**config.mk**
```make
export PLATFORM = sky130hd
export DESIGN_NAME = entrada_teclado
export DESIGN_NICKNAME = d
export VERILOG_FILES = /design/src/rtl/entrada_teclado.sv
export SDC_FILE = /design/constraint.sdc
export NUM_CORES = 1
export LEC_CHECK = 0
export ABC_AREA = 0
export BUFFER_PORTS_ARGS = -buffer_cell sky130_fd_sc_hd__buf_2
export CORE_UTILIZATION = 50
export CTS_BUF_LIST = sky130_fd_sc_hd__clkbuf_8 sky130_fd_sc_hd__clkbuf_16
export DETAILED_ROUTE_END_ITERATION = 7
export GPL_TIMING_DRIVEN = 1
export PLACE_DENSITY = 0.74
export SYNTH_ARGS = -nofsm -noshare
export SYNTH_HDL_FRONTEND = slang
export SYNTH_SLANG_ARGS = --single-unit
```
**constraint.sdc**
```tcl
create_clock -name clk -period 1.7 [get_ports clk]
set_input_delay 0 -clock clk [delete_from_list [all_inputs] [get_ports clk]]
set_output_delay 0 -clock clk [all_outputs]
set_load 0.005 [all_outputs]
```
**src/rtl/entrada_teclado.sv**
```systemverilog
// entrada_teclado: key-entry conditioner in front of the combination-lock FSM.
// Synchronises and debounces a raw confirm button, range-checks the 4-bit digit
// and emits one clean insere (digit 0-9) or erro (digit 10-15) strobe per press.
// Optional macro ENTRADA_AUTOREPEAT_EN: a held key re-issues a strobe every
// REPEAT_CYCLES cycles while it stays pressed.
module entrada_teclado #(
  parameter int DEBOUNCE_CYCLES = 4,
  parameter int REPEAT_CYCLES   = 16
) (
  input  logic       clk,
  input  logic       reset,
  input  logic       botao,
  input  logic [4:1] chave,
  output logic [4:1] numero,
  output logic       insere,
  output logic       erro,
  output logic       ocupado
);

  localparam int CW = (DEBOUNCE_CYCLES > 1) ? $clog2(DEBOUNCE_CYCLES) : 1;
  localparam logic [CW-1:0] CNT_MAX = CW'(DEBOUNCE_CYCLES - 1);

  typedef enum logic [1:0] {
    IDLE        = 2'd0,
    DEB_PRESS   = 2'd1,
    PRESSED     = 2'd2,
    DEB_RELEASE = 2'd3
  } state_t;

  logic       botao_m, botao_s;
  logic [4:1] chave_m, chave_s;
  state_t     state;
  logic [CW-1:0] cnt;
  logic       digit_ok;

`ifdef ENTRADA_AUTOREPEAT_EN
  localparam int RW = $clog2(REPEAT_CYCLES);
  localparam logic [RW-1:0] REP_MAX = RW'(REPEAT_CYCLES - 1);
  logic [RW-1:0] rcnt;
`endif

  // digit sampled at acceptance time must be decimal
  assign digit_ok = (chave_s <= 4'd9);

  // busy whenever the registered state has left IDLE
  assign ocupado = (state != IDLE);

  // two-stage synchronisers for the asynchronous button and switch bank
  always_ff @(posedge clk or posedge reset) begin
    if (reset) begin
      botao_m <= 1'b0;
      botao_s <= 1'b0;
      chave_m <= '0;
      chave_s <= '0;
    end else begin
      botao_m <= botao;
      botao_s <= botao_m;
      chave_m <= chave;
      chave_s <= chave_m;
    end
  end

  // debounce FSM with registered digit and single-cycle strobes
  always_ff @(posedge clk or posedge reset) begin
    if (reset) begin
      state  <= IDLE;
      cnt    <= '0;
      numero <= '0;
      insere <= 1'b0;
      erro   <= 1'b0;
`ifdef ENTRADA_AUTOREPEAT_EN
      rcnt   <= '0;
`endif
    end else begin
      insere <= 1'b0;
      erro   <= 1'b0;
      case (state)
        IDLE: begin
          if (botao_s) begin
            state <= DEB_PRESS;
            cnt   <= '0;
          end
        end
        DEB_PRESS: begin
          if (!botao_s) begin
            // bounce: back to idle without a strobe
            state <= IDLE;
            cnt   <= '0;
          end else if (cnt == CNT_MAX) begin
            state <= PRESSED;
            cnt   <= '0;
            if (digit_ok) begin
              numero <= chave_s;
              insere <= 1'b1;
            end else begin
              erro   <= 1'b1;
            end
          end else begin
            cnt <= cnt + CW'(1);
          end
        end
        PRESSED: begin
          if (!botao_s) begin
            state <= DEB_RELEASE;
            cnt   <= '0;
`ifdef ENTRADA_AUTOREPEAT_EN
            rcnt  <= '0;
          end else if (rcnt == REP_MAX) begin
            // held key: re-sample the digit and strobe again
            rcnt <= '0;
            if (digit_ok) begin
              numero <= chave_s;
              insere <= 1'b1;
            end else begin
              erro   <= 1'b1;
            end
          end else begin
            rcnt <= rcnt + RW'(1);
`endif
          end
        end
        DEB_RELEASE: begin
          if (botao_s) begin
            // release bounce: still the same press, no new strobe
            state <= PRESSED;
            cnt   <= '0;
          end else if (cnt == CNT_MAX) begin
            state <= IDLE;
            cnt   <= '0;
          end else begin
            cnt <= cnt + CW'(1);
          end
        end
        default: begin
          state <= IDLE;
          cnt   <= '0;
        end
      endcase
    end
  end

endmodule
```
Yosys cells after proc, flatten, opt, wreduce, memory -nomap -nowiden:

Cells that the tools add are included.

* bits in registers: 20
* memory bits (read-only): 0
* memories kept: 0
* bits in writable memories: 0
* input port bits: 7
* bits in latches: 0

* reduce and logical (&&, ||, !) cells: 5
* equality and inequality tests: 8
* bitwise gates (word level): 0
* shift operators: 0
* $add $sub $neg: 1
* mux-type cells: 21
* multipliers: 0
* order comparisons: 1
* div/mod/pow operators: 0

Operators with widths (number)
* $mux W2: 11
* $pmux W2 S4: 2
* $mux W1: 8
* $reduce_and A4 Y1: 2
* $eq A2 B2 Y1 const B: 3
* $ne A3 B3 Y1 const B: 2
* $le A4 B4 Y1 const B: 1
* $ne A2 B2 Y1 const B: 2
* $add A2 B1 Y2 const B: 1
* $eq A2 B1 Y1 const B: 1
* $logic_not A2 Y1: 1
* $reduce_and A2 Y1: 1
* $reduce_bool A2 Y1: 1

Depth between registers and ports, before layout:

Gate-level depths: netlist of run 1.

* word-level depth: 5
* mapped depth: 4
* depth with buffers taken out: 4

Worst setup path before layout of run 1:

OpenSTA, ideal clock, no wires.

* path type: register to register
* from: register cnt[0]
* to: register numero[1] in the netlist's numbering
* required time: 1.575 ns
* stages on the path, launching flop included: 5
* arrival: 1.203 ns
* setup slack: 0.372 ns
* library setup time: 0.125 ns
* buffers on the path: 0
* cell sequence: dfrtp_1 -> ha_1 -> and4b_4 -> and2_4 -> mux2_4

* cells in the longest elaborated chain, start to end: 2

RTL lines
* from (decl): RTL line 33 `logic [CW-1:0] cnt;`
* from (signal assigned): RTL line 99 `cnt <= cnt + CW'(1);`
* from (signal assigned): RTL line 131 `cnt <= cnt + CW'(1);`
* $eq A2 B2 Y1: RTL line 89 `end else if (cnt == CNT_MAX) begin`
* $reduce_and A4 Y1 (no source line)
* to (signal assigned): RTL line 93 `numero <= chave_s;`
* to (decl): RTL line 14 `output logic [4:1] numero,`

Every way passes these cells.
A chain may end at the register's enable or synchronous reset.

Worst setup path after layout of run 1:

Same ends and word-level chain as after synthesis.

==> metrics.yaml, run 1 <==
timing:
  worstMarginPinSlew_ns: 0.707
  slew_headroom_pct: 52.8
  fmax_mhz: 714
  final.period_utilization_pct: 82.4
  min_period_ns: 1.40
  hold_viol_final: 0
  fin_skew_ns: 0.00186
  finalSetupViolCount: 0
  tns_ns: 0
  slew_viol_final: 0
  rsz0062_at_grt: "no"
placement:
  hpwl_um: 611
  portBuffers: 13
  place_congestion: 0.809
die:
  io_pins: 14
  die_height_um: 39.3
  row_count: 13
  start_util_pct: 53.6
  die_area_sq_um: 1550
  die_x_um: 39.3
  coreArea_sq_um: 1300
synthesis:
  synth_xor_area_share_pct: 1.26
  synth_compound_area_share_pct: 8.44
  synth_adder_area_share_pct: 1.80
  synth.net_count: 56
  muxShareOfSynthArea_pct: 3.77
  ys_ff_latch: 20
  syn_avg_cell_area_sq_um: 14.5
  synthSimpleGateAreaFrac_pct: 10.8
  seq_area_frac_synth_pct: 71.8
  netlist_area_sq_um: 697
  synth_top_family_by_area: "simple AND/OR/NAND/NOR gates"
  synth_cells: 48
  ys_types: 18
  synth_warnings: 0
clock_tree:
  clock_sinks: 20
  cts_root_buffer: "clkbuf_8"
  htreeDepth: 1
  cts_buffer_depth: 2
  clock_latency_ns: 0.25
  path_clk_slew_ns: 0.07
  cts_repair_resize_count: 0
  numCtsBuffers: 3
  cts_tree: "yes"
layout:
  fillers: 100
  layout_common_cells: "dfrtp_1 (20), buf_2 (13), dlygate4sd3_1 (6)"
  final_nets: 79
  diodes: 0
  drive_gt1_share_pct: 32.9
  syn_to_final_growth_pct: 26.9
  final_common_cell: "dfrtp_1"
global_route:
  antenna_found_initial: 0
  grt_pass1_vias: 386
  grt_pass1_wl_um: 1570
  track_usage_pct: 16.6
  grt-ovfl-total: 0
  grt_max_degree: 21
hold_path:
  min_path_type: "flop to flop"
power_and_ir_drop:
  leakage_nw: 0.438
  power_density_nw_per_um2: 1330
  irDropWorstVdd_uv: 1000
  p_total_mw: 1.18
worst_setup_path:
  crit_family: "simple AND/OR/NAND/NOR gates"
  crit_type: "flop to flop"
  cp_max_fo: 4
  crit_slowest_cell: "dfrtp_1"
  startpoint_type: "flop"
  crit_path_cell_trace: "ha_1 -> and4b_4 -> and2_4 -> mux2_4"
  path_buf_inv: 0
  cpPeakStageDelay_ns: 0.37
  cp.required_ns: 1.84
  cp.arrival_ns: 1.54
  critPathCaptureType: "flop"
routing:
  ant_nets: 0
  wl_um: 949
  drtIter0Drc: 4
  dr_total_vias: 420
  drcViolationCount: 0
  wl_per_cell_um: 11.2
  first_pass_iters: 3
  drt-vias-per-instance: 4.94
run_status:
  outcome: "finished clean"
run:
  drv_cap: 0
## cell families after synthesis
| kind of cell | after synthesis |
|---|---|
| buffers and inverters | 2 |
| AOI/OAI and AO/OA | 9 |
| xor gates and xnor gates | 1 |
| and+or+nand+nor | 13 |
| DFF | 20 |
| adders and majority gates | 1 |
| muxes | 2 |
## metal layers
layer  vias to the layer above  part of all wire [%]  track usage (%)
li1                        208                     -                -
met2                        13                    46             24.2
met3                         2                   5.9             6.82
met1                       197                    46             20.3
met5                         -                     0                0
met4                         0                   1.4             10.3
## state kept, by name, summed over array words and instances (netlist names), named ones only
signal / count
botao_s: 1
erro: 1
cnt: 2
chave_m: 4
chave_s: 4
botao_m: 1
insere: 1
numero: 4
state: 1
## synthesized netlist by cell type
master | number | area, sq um
and4b_4 | 1 | 13.8
inv_1 | 1 | 3.75
mux2_4 | 1 | 15.0
nor2_1 | 4 | 15.0
and2_4 | 1 | 8.76
buf_6 | 1 | 11.3
a2bb2oi_1 | 2 | 17.5
dfrtp_1 | 20 | 500
o22ai_1 | 2 | 12.5
nand4b_1 | 1 | 8.76
or2_2 | 1 | 6.26
xnor2_1 | 1 | 8.76
a21oi_1 | 4 | 20.0
ha_1 | 1 | 12.5
or2b_1 | 1 | 7.51
mux2_2 | 1 | 11.3
nand2_1 | 4 | 15.0
o21ai_2 | 1 | 8.76
## worst reg2reg max path, cell delays in order, from the launching register on
cell and delay, ns:
dfrtp_1 0.37, ha_1 0.22, and4b_4 0.27, and2_4 0.15
mux2_4 0.28
## where the power goes
part | switching (mW) | leakage, nW | total, mW | internal, mW
logic | 0.0863 | 0.159 | 0.211 | 0.125
registers | 0.0630 | 0.250 | 0.617 | 0.554
clock network | 0.147 | 0.0288 | 0.353 | 0.206
## stage by stage
step | hold slack [ns] | instances | cell area (sq um) | setup WS [ns] | util, %
floorplan | -0.0362 | 48 | 697 | 0.372 | -
global placement | 0.107 | 75 | 769 | 0.339 | 59.1
detailed placement | 0.110 | 75 | 769 | 0.307 | 59.1
CTS | 0.354 | 85 | 885 | 0.298 | 68.0
global route | 0.362 | 85 | 885 | 0.219 | 68.0
finish | 0.353 | 85 | 885 | 0.299 | 68.0
## repair_timing
action                    CTS  global route
buffers inserted            0             0
hold endpoints to repair   25             0
hold buffers                6             0
## worst paths after layout
kind	start	endpoint	slack [ns]	depth (start not counted)
max	cnt[0]	numero[1]	0.30	4
min	chave_m[2]	chave_s[2]	0.35	0
max reg2reg	cnt[0]	numero[1]	0.30	4
min reg2reg	chave_m[2]	chave_s[2]	0.35	0
max in group asynchronous	reset	chave_m[3]	0.85	3
min in group asynchronous	reset	asynchronous set/reset pin	0.40	3
## layout make-up
class / count / area (sq um) / area share (%)
clock buffers: 4 / 55.1 / 6.22
multi-input cells: 26 / 181 / 20.5
repair buffers: 19 / 125 / 14.1
inverters: 1 / 3.75 / 0.424
well taps: 15 / 18.8 / 2.12
flip-flops and latches: 20 / 500 / 56.6
Power figures use the tool's default switching activity.
==> run 2, diff against run 1 <==
- CORE_UTILIZATION: 50 -> 45
- PLACE_DENSITY: 0.74 -> 0.7
- clock period: 1.7 -> 1.2 ns (I/O delays scaled with it)
==> metrics.yaml, run 2 (same netlist as run 1, synthesis figures left out) <==
routing:
  dr_total_vias: 460  # was 420
  first_pass_iters: 2  # was 3
  drcViolationCount: 0  # unchanged
  drtIter0Drc: 2  # was 4
  wl_per_cell_um: 13.5  # was 11.2 um
  wl_um: 1280  # was 949 um
  ant_nets: 0  # unchanged
  drt-vias-per-instance: 4.84  # was 4.94
clock_tree:
  clock_sinks: 20  # unchanged
  clock_latency_ns: 0.25  # about the same
  htreeDepth: 1  # unchanged
  cts_buffer_depth: 2  # unchanged
  cts_tree: "yes"  # unchanged
  cts_root_buffer: "clkbuf_8"  # unchanged
  path_clk_slew_ns: 0.07  # about the same
  numCtsBuffers: 3  # unchanged
die:
  start_util_pct: 51.0  # was 53.6%
  die_area_sq_um: 1710  # was 1550 sq um
  coreArea_sq_um: 1370  # was 1300 sq um
  row_count: 13  # unchanged
  die_height_um: 41.4  # was 39.3 um
  io_pins: 14  # unchanged
  die_x_um: 41.4  # was 39.3 um
worst_setup_path:
  cp.required_ns: 1.34  # was 1.84 ns
  crit_family: "flip-flops"  # was simple AND/OR/NAND/NOR gates
  crit_type: "flop to flop"  # unchanged
  path_buf_inv: 0  # unchanged
  critPathCaptureType: "flop"  # unchanged
  cpPeakStageDelay_ns: 0.36  # was 0.37 ns
  cp.arrival_ns: 1.44  # was 1.54 ns
  cp_max_fo: 2  # was 4
  crit_slowest_cell: "dfrtp_1"  # unchanged
  crit_path_cell_trace: "ha_2 -> and4b_4 -> and2_4 -> mux2_4"  # was ha_1 -> and4b_4 -> and2_4 -> mux2_4
  startpoint_type: "flop"  # unchanged
placement:
  place_congestion: 0.722  # was 0.809
  portBuffers: 13  # unchanged
  hpwl_um: 713  # was 611 um
  placed_area_sq_um: 832  # was 769 sq um
timing:
  finalSetupViolCount: 4  # was 0
  fin_skew_ns: 0.00239  # was 0.00186 ns
  worstMarginPinSlew_ns: 0.247  # was 0.707 ns
  fin_ws_ns: -0.100  # was 0.299 ns
  final.period_utilization_pct: 108  # was 82.4%
  rsz0062_at_grt: "yes"  # was no
  hold_viol_final: 0  # unchanged
  fmax_mhz: 769  # was 714 MHz
  holdWs_ns: 0.298  # was 0.353 ns
  min_period_ns: 1.30  # was 1.40 ns
  slew_viol_final: 0  # unchanged
  slew_headroom_pct: 83.5  # was 52.8%
hold_path:
  min_path_type: "input pin to asynchronous set/reset pin"  # was flop to flop
run_status:
  violations: "setup timing"
  outcome: "finished, violations left"  # was finished clean
global_route:
  grt_use_met1_pct: 21.6  # was 20.3%
  antenna_found_initial: 0  # unchanged
  grt_pass1_wl_um: 1820  # was 1570 um
  met3_usage_pct: 4.79  # was 6.82%
  use_met2_pct: 28.1  # was 24.2%
  grt-ovfl-total: 0  # unchanged
  busiest_layer: "met2"  # unchanged
  grt_pass1_vias: 423  # was 386
  track_usage_pct: 17.6  # was 16.6%
  grt_max_degree: 21  # unchanged
layout:
  diodes: 0  # unchanged
  layout_common_cells: "dfrtp_1 (20), buf_2 (13), buf_4 (9)"  # was dfrtp_1 (20), buf_2 (13), dlygate4sd3_1 (6)
  top_regs: "chave_m: 4 flops, chave_s: 4 flops, numero: 4 flops"  # unchanged
  syn_to_final_growth_pct: 45.1  # was 26.9%
  fillers: 91  # was 100
  drive_gt1_share_pct: 47.5  # was 32.9%
  final_area_sq_um: 1010  # was 885 sq um
  final_common_cell: "dfrtp_1"  # unchanged
  final_nets: 89  # was 79
power_and_ir_drop:
  leakage_nw: 0.510  # was 0.438 nW
  power_density_nw_per_um2: 2010  # was 1330 nW/um^2
  irDropWorstVdd_uv: 1410  # was 1000 uV
run:
  drv_cap: 0  # unchanged
run 2: changes by cell type in the layout (fill, tap and decap cells not counted), sizes merged:
| cell | before | now |
|---|---|---|
| bufinv | 0 | 1 |
| buf | 13 | 23 |
| clkbuf | 4 | 3 |
run 2: final timing paths:
path | startpoint | endpoint | slack [ns] | cells after the start
max in group asynchronous | reset | cnt[1] | 0.70 | 4
min | reset | numero[2] | 0.30 | 4
max reg2reg | cnt[0] | numero[1] | -0.10 | 4
min in group clk | chave_m[2] | chave_s[2] | 0.35 | 0
min reg2reg | chave_m[2] | chave_s[2] | 0.35 | 0
max | cnt[0] | numero[1] | -0.10 | 4
run 2: cell type report:
class / count / area, sq um / share of cell area, %
well taps: 15 / 18.8 / 1.86
multi-input cells: 26 / 213 / 21.0
flip-flops and latches: 20 / 500 / 49.5
clock inverters: 1 / 30.0 / 2.97
clock buffers: 3 / 41.3 / 4.08
repair buffers: 29 / 204 / 20.2
inverters: 1 / 3.75 / 0.371
run 2: stage by stage:
stage          instances  setup TNS, ns  util (%)  setup WS (ns)  power [mW]
2_1_floorplan         48         -0.113         -         -0.113        1.10
3_3_place_gp          83        -0.0692      60.9        -0.0692        1.26
3_5_place_dp          83         -0.146      60.9         -0.104        1.29
4_1_cts               94         -0.163      72.6         -0.114        2.00
5_1_grt               95         -0.649      74.0         -0.170        2.13
6_report              95         -0.251      74.0         -0.100        2.03
run 2: layer usage:
| metal | routed length (um) | up-vias |
|---|---|---|
| li1 | - | 229 |
| met1 | 574 | 219 |
| met2 | 670 | 12 |
| met3 | 37 | 0 |
| met4 | 0 | 0 |
| met5 | 0 | - |
run 2: tightest hold or removal path, stage by stage:
cell           delay [ns]
dlygate4sd3_1        0.53
buf_2                0.12
inv_1                0.04
buf_4                0.25
run 2: where the power goes:
| part | internal [mW] | leakage (nW) | switching [mW] |
|---|---|---|---|
| Combinational | 0.319 | 0.224 | 0.201 |
| Clock | 0.445 | 0.0357 | 0.212 |
| Sequential | 0.784 | 0.250 | 0.0687 |
run 2: what timing repair did:
action | in CTS | in global routing
pin swaps | 1 | 2
setup endpoints to repair | 5 | 6
hold buffers | 6 | 0
buffers inserted | 1 | 1
resized for setup | 6 | 2
endpoints found under the hold margin | 25 | 0
